==> config.mk <==
export PLATFORM = sky130hd
export DESIGN_NAME = tournament_chooser_update_flat
export DESIGN_NICKNAME = d
export VERILOG_FILES = /design/src/rtl/tournament_chooser_update_if.sv /design/src/rtl/tournament_chooser_update.sv /design/src/flat_wrapper.sv
export SDC_FILE = /design/constraint.sdc
export NUM_CORES = 1
export LEC_CHECK = 0
export CORE_MARGIN = 2
export CORE_UTILIZATION = 59
export DETAILED_ROUTE_END_ITERATION = 12
export PLACE_DENSITY = 0.88
export SYNTH_ARGS = -nofsm -noshare
export SYNTH_HDL_FRONTEND = slang
export SYNTH_SLANG_ARGS = --single-unit
==> constraint.sdc <==
create_clock -name clk -period 13.2 [get_ports clk]
set_input_delay 2.64 -clock clk [delete_from_list [all_inputs] [get_ports clk]]
set_output_delay 2.64 -clock clk [all_outputs]
set_load 0.03 [all_outputs]
==> src/rtl/tournament_chooser_update_if.sv <==
// tournament_chooser_update_if: lookup and resolve-event signals of the chooser table
interface tournament_chooser_update_if #(parameter int IDX_W = 6);
  logic             lookup_v;
  logic [IDX_W-1:0] lookup_idx;
  logic             choice_v;
  logic [1:0]       choice_prediction;
  logic             upd_v;
  logic             upd_ready;
  logic [IDX_W-1:0] upd_idx;
  logic             upd_global_pred;
  logic             upd_local_pred;
  logic             upd_taken;
  logic             upd_pending;
  logic             init_done;
  modport master (
    output lookup_v, lookup_idx, upd_v, upd_idx, upd_global_pred, upd_local_pred, upd_taken,
    input  choice_v, choice_prediction, upd_ready, upd_pending, init_done
  );
  modport slave (
    input  lookup_v, lookup_idx, upd_v, upd_idx, upd_global_pred, upd_local_pred, upd_taken,
    output choice_v, choice_prediction, upd_ready, upd_pending, init_done
  );
endinterface

==> src/rtl/tournament_chooser_update.sv <==
// tournament_chooser_update: chooser counter table with registered lookups and FIFO-buffered training
module tournament_chooser_update #(
  parameter int         IDX_W      = 6,
  parameter int         FIFO_DEPTH = 4,
  parameter logic [1:0] INIT_VAL   = 2'b01
) (
  input logic clk,
  input logic reset,
  tournament_chooser_update_if.slave bus
);
  localparam int PW = $clog2(FIFO_DEPTH);
  typedef enum logic {INIT, RUN} state_t;
  state_t           state_q, state_d;
  logic [IDX_W-1:0] init_ptr_q, init_ptr_d;
  logic [PW:0]      wr_ptr_q, wr_ptr_d, rd_ptr_q, rd_ptr_d;
  logic             choice_v_q, choice_v_d;
  logic [1:0]       choice_pred_q, choice_pred_d;
  logic [1:0]       tbl [2**IDX_W];
  logic [IDX_W-1:0] fifo_idx [FIFO_DEPTH];
  logic             fifo_up [FIFO_DEPTH];
  logic             fifo_dn [FIFO_DEPTH];
  logic             run, empty, full, enq, deq, up, dn, tbl_we;
  logic [PW-1:0]    head;
  logic [IDX_W-1:0] hidx, tbl_wa;
  logic [1:0]       cnt, new_cnt, tbl_wd;
  // next-state, FIFO control and the single table write port (init sweep or drain RMW)
  always_comb begin
    run           = state_q == RUN;
    empty         = wr_ptr_q == rd_ptr_q;
    full          = (wr_ptr_q[PW-1:0] == rd_ptr_q[PW-1:0]) && (wr_ptr_q[PW] != rd_ptr_q[PW]);
    enq           = run && bus.upd_v && !full;
    deq           = run && !empty && !bus.lookup_v;
    up            = (bus.upd_global_pred == bus.upd_taken) && (bus.upd_local_pred != bus.upd_taken);
    dn            = (bus.upd_global_pred != bus.upd_taken) && (bus.upd_local_pred == bus.upd_taken);
    head          = rd_ptr_q[PW-1:0];
    hidx          = fifo_idx[head];
    cnt           = tbl[hidx];
    new_cnt       = fifo_up[head] ? ((cnt == 2'b11) ? cnt : cnt + 2'd1) :
                    fifo_dn[head] ? ((cnt == 2'b00) ? cnt : cnt - 2'd1) : cnt;
    tbl_we        = !run || (deq && (fifo_up[head] || fifo_dn[head]));
    tbl_wa        = run ? hidx : init_ptr_q;
    tbl_wd        = run ? new_cnt : INIT_VAL;
    state_d       = (!run && &init_ptr_q) ? RUN : state_q;
    init_ptr_d    = run ? init_ptr_q : init_ptr_q + 1'b1;
    wr_ptr_d      = wr_ptr_q + (PW+1)'(enq);
    rd_ptr_d      = rd_ptr_q + (PW+1)'(deq);
    choice_v_d    = run && bus.lookup_v;
    choice_pred_d = choice_v_d ? tbl[bus.lookup_idx] : choice_pred_q;
  end
  // control state, FIFO pointers and registered lookup result
  always_ff @(posedge clk or posedge reset) begin
    if (reset) begin
      state_q       <= INIT;
      init_ptr_q    <= '0;
      wr_ptr_q      <= '0;
      rd_ptr_q      <= '0;
      choice_v_q    <= 1'b0;
      choice_pred_q <= 2'b00;
    end else begin
      state_q       <= state_d;
      init_ptr_q    <= init_ptr_d;
      wr_ptr_q      <= wr_ptr_d;
      rd_ptr_q      <= rd_ptr_d;
      choice_v_q    <= choice_v_d;
      choice_pred_q <= choice_pred_d;
    end
  end
  // storage arrays; contents are rebuilt by the init sweep so they need no reset
  always_ff @(posedge clk) begin
    if (tbl_we) tbl[tbl_wa] <= tbl_wd;
    if (enq) begin
      fifo_idx[wr_ptr_q[PW-1:0]] <= bus.upd_idx;
      fifo_up[wr_ptr_q[PW-1:0]]  <= up;
      fifo_dn[wr_ptr_q[PW-1:0]]  <= dn;
    end
  end
  assign bus.choice_v          = choice_v_q;
  assign bus.choice_prediction = choice_pred_q;
  assign bus.upd_ready         = run && !full;
  assign bus.upd_pending       = !empty;
  assign bus.init_done         = run;
endmodule

==> src/flat_wrapper.sv <==
// flat-port wrapper written by rule: the top's interface ports become plain ports
module tournament_chooser_update_flat 
#(
  parameter int         IDX_W      = 6,
  parameter int         FIFO_DEPTH = 4,
  parameter logic [1:0] INIT_VAL   = 2'b01
)
  (clk, reset, bus_lookup_v, bus_lookup_idx, bus_upd_v, bus_upd_idx, bus_upd_global_pred, bus_upd_local_pred, bus_upd_taken, bus_choice_v, bus_choice_prediction, bus_upd_ready, bus_upd_pending, bus_init_done);
  tournament_chooser_update_if #(.IDX_W(IDX_W)) bus_i ();
  input logic clk;
  input logic reset;
  input wire logic [$bits(bus_i.lookup_v)-1:0] bus_lookup_v;
  input wire logic [$bits(bus_i.lookup_idx)-1:0] bus_lookup_idx;
  input wire logic [$bits(bus_i.upd_v)-1:0] bus_upd_v;
  input wire logic [$bits(bus_i.upd_idx)-1:0] bus_upd_idx;
  input wire logic [$bits(bus_i.upd_global_pred)-1:0] bus_upd_global_pred;
  input wire logic [$bits(bus_i.upd_local_pred)-1:0] bus_upd_local_pred;
  input wire logic [$bits(bus_i.upd_taken)-1:0] bus_upd_taken;
  output wire logic [$bits(bus_i.choice_v)-1:0] bus_choice_v;
  output wire logic [$bits(bus_i.choice_prediction)-1:0] bus_choice_prediction;
  output wire logic [$bits(bus_i.upd_ready)-1:0] bus_upd_ready;
  output wire logic [$bits(bus_i.upd_pending)-1:0] bus_upd_pending;
  output wire logic [$bits(bus_i.init_done)-1:0] bus_init_done;
  assign bus_i.lookup_v = bus_lookup_v;
  assign bus_i.lookup_idx = bus_lookup_idx;
  assign bus_i.upd_v = bus_upd_v;
  assign bus_i.upd_idx = bus_upd_idx;
  assign bus_i.upd_global_pred = bus_upd_global_pred;
  assign bus_i.upd_local_pred = bus_upd_local_pred;
  assign bus_i.upd_taken = bus_upd_taken;
  assign bus_choice_v = bus_i.choice_v;
  assign bus_choice_prediction = bus_i.choice_prediction;
  assign bus_upd_ready = bus_i.upd_ready;
  assign bus_upd_pending = bus_i.upd_pending;
  assign bus_init_done = bus_i.init_done;
  tournament_chooser_update #(.IDX_W(IDX_W), .FIFO_DEPTH(FIFO_DEPTH), .INIT_VAL(INIT_VAL)) u_core (.clk(clk), .reset(reset), .bus(bus_i));
endmodule
==> metrics.yaml <==
die:
  die_height_um: 124
  dieArea_um2: 15500
  die_w_um: 124
  start_util: 0.596
  num_rows: 44
  io_pins: 25
  coreArea_um2: 14400
yosys:
  ys_ff_latch: 176
  yosysSeqAreaShare: 0.608
  netlist_area_um2: 8560
  ys_types: 49
  async_reset_ff_frac: 0.0909
  synth-edff-count: 160
  ys.flop_type: "edfxtp_1"
  synth_cells: 538
  synthesis.nets: 562
  yosysWarnings: 0
  synth_area_per_cell_um2: 15.9
timing:
  hold_violations: 0
  setup_viol: 0
  max_slew_margin: 0.189
  holdWs_ns: 0.504
  finalClockSkew_ns: 0.0101
  min_period_ns: 5.15
  tightestPinTransition_ns: 1.22
  finalSetupTns_ns: 0
  finalMaxSlewViolations: 0
  max_freq_mhz: 194
  rsz0062_at_grt: "no"
  period_share: 0.390
grt:
  grt_use_total: 0.285
  antenna_found_initial: 0
  overflow: 0
  grt_max_degree: 48
  grt_pass1_wl_um: 32700
  grt_pass1_vias: 5530
final_layout:
  num_antenna_cells: 0
  num-fill-cells: 888
  area_growth_pct: 12.5
  drive_gt1_frac: 0.184
  final_net_count: 586
worst_setup_path:
  cp.buffers_inverters: 2
  r2r-start: "u_core.rd_ptr_q[0]"
  startpoint_type: "flip-flop"
  critPathMaxFanout: 21
  cp.required_ns: 10.56
  cp-end-kind: "output pin"
  path_cells: "inv_1, a21oi_1, clkdlybuf4s50_1"
  slowest_delay_ns: 0.80
  critPathKind: "reg2out"
  cp_top_family: "buffers and inverters"
  cp.arrival_ns: 2.51
  crit_start: "u_core.bus.init_done"
  critPathSlowestCell: "dfrtp_1"
clock_tree:
  postCtsSetupRepairBufs: 0
  path_clk_slew_ns: 0.07
  clockBufferDepth: 2
  cts_buffers: 17
  tritoncts: "done"
  cts_max_level: 4
  root_buffer: "clkbuf_16"
  cts_resized: 0
  cts_sinks: 176
  cts_hold_buf: 0
  clock_latency_ns: 0.44
pwr:
  p_per_area_nw_per_um2: 126
  p_leak_uw: 0.00290
  peakVddDrop_mv: 0.104
route:
  drt-initial-drc-count: 773
  dr.pass1.iters: 7
  wl_per_cell_um: 28.1
  drc_errors: 0
  viasPerCell: 7.17
  wirelength_um: 21400
  vias: 5440
  final_antenna_net_count: 0
place:
  place.port_buffers: 24
  place.gp.congestion: 0.935
  dp_hpwl_um: 14000
min_path:
  min_from: "u_core.init_ptr_q[2]"
  hold_path_class: "reg2reg"
outcome:
  status: "complete, no violations"
job:
  max-cap-violations: 0
[layer usage]
metal,share of wire,vias up,GRT usage
li1,-,2187,-
met1,0.34,2713,0.355
met2,0.48,429,0.444
met3,0.10,111,0.0743
met4,0.071,0,0.190
met5,0,-,0
[logic make-up (layout without fill, tap and decap cells)]
group                      Yosys count  in the layout  share of synthesized area
DFF                                176            176                      0.608
and+or+nand+nor                    152            152                     0.0786
muxes                              116            116                      0.235
AOI/OAI and AO/OA                   43             43                     0.0397
buffers and inverters               36             73                     0.0210
xor gates and xnor gates            10             10                     0.0102
adders and majority gates            5              5                    0.00731
[flip-flops by register name (all words and copies together), names as in the netlist]
register / count
u_core.bus.choice_prediction: 2
u_core.bus.choice_v: 1
u_core.bus.init_done: 1
u_core.fifo_dn: 4
u_core.fifo_idx: 24
u_core.fifo_up: 4
u_core.init_ptr_q: 6
u_core.rd_ptr_q: 3
u_core.tbl: 128
u_core.wr_ptr_q: 3
[where the power goes]
part	internal, µW	switching, µW
Combinational	18.6	21.4
Sequential	601	0.752
Clock	350	220
Total	969	242
[cells in the final DEF (no fill, tap or decap), drive strengths merged, types with 3 or more instances in the layout]
cell type	count
a22oi	3
nand2b	8
or2	3
dfrtp	16
bufinv	5
xor2	6
a211oi	5
mux2i	46
a21oi	8
clkdlybuf4s50	23
inv	14
xnor2	4
nor2b	6
nand3	15
and3	3
clkbuf	19
ha	5
o211ai	7
mux4	63
nor2	78
and2	3
o21ai	3
nand3b	3
a31oi	4
buf	9
edfxtp	160
nand2	28
mux2	7
[per-stage QoR]
| step | area [µm²] | cells | power, µW | worst slack [ns] | util |
|---|---|---|---|---|---|
| 2_1_floorplan | 8560 | 538 | 640 | 7.44 | - |
| 3_3_place_gp | 8960 | 727 | 651 | 7.77 | 0.624 |
| 3_5_place_dp | 8960 | 727 | 653 | 7.68 | 0.624 |
| 4_1_cts | 9630 | 759 | 1210 | 8.09 | 0.670 |
| 5_1_grt | 9630 | 759 | 1230 | 7.92 | 0.670 |
| 6_report | 9630 | 759 | 1210 | 8.05 | 0.670 |
[final cells by class]
class | count | area [µm²] | share of cell area
Timing Repair Buffer | 32 | 295 | 0.0307
Sequential cell | 176 | 5200 | 0.540
Multi-Input combinational cell | 326 | 3200 | 0.332
Clock buffer | 19 | 453 | 0.0470
Clock inverter | 13 | 220 | 0.0229
Inverter | 9 | 33.8 | 0.00351
Tap cell | 184 | 230 | 0.0239
[cells in the mapped netlist (3+ instances only)]
| cell type | n | area [µm²] |
|---|---|---|
| nor2_1 | 78 | 293 |
| dfrtp_1 | 16 | 400 |
| and3_1 | 3 | 18.8 |
| edfxtp_1 | 160 | 4800 |
| a21oi_1 | 7 | 35.0 |
| nand2b_1 | 8 | 50.1 |
| xnor2_1 | 4 | 35.0 |
| xor2_1 | 6 | 52.6 |
| a22oi_1 | 3 | 22.5 |
| buf_6 | 3 | 33.8 |
| mux2_2 | 7 | 78.8 |
| ha_1 | 5 | 62.6 |
| nand3_1 | 15 | 75.1 |
| mux4_1 | 15 | 394 |
| inv_1 | 8 | 30.0 |
| nand2_1 | 28 | 105 |
| a211oi_1 | 4 | 30.0 |
| nor2b_1 | 6 | 37.5 |
| mux4_2 | 48 | 1080 |
| o211ai_1 | 7 | 52.6 |
| a31oi_1 | 4 | 25.0 |
| clkbuf_1 | 8 | 30.0 |
| mux2i_1 | 46 | 460 |
| buf_2 | 12 | 60.1 |
| o21ai_0 | 3 | 15.0 |
| nand3b_1 | 3 | 22.5 |
[path summary, 6_finish.rpt]
check	end	slack [ns]	cells past startpoint
setup / recovery	bus_upd_ready	8.05	3
hold / removal	u_core.init_ptr_q[2]	0.50	1
max in group asynchronous	u_core.wr_ptr_q[0]	10.15	2
min in group asynchronous	u_core.bus.init_done	2.60	2
hold reg to reg	u_core.init_ptr_q[2]	0.50	1
setup reg to reg	u_core.tbl[5][1]	8.33	10
No activity file was read; power rests on OpenSTA's default activity.
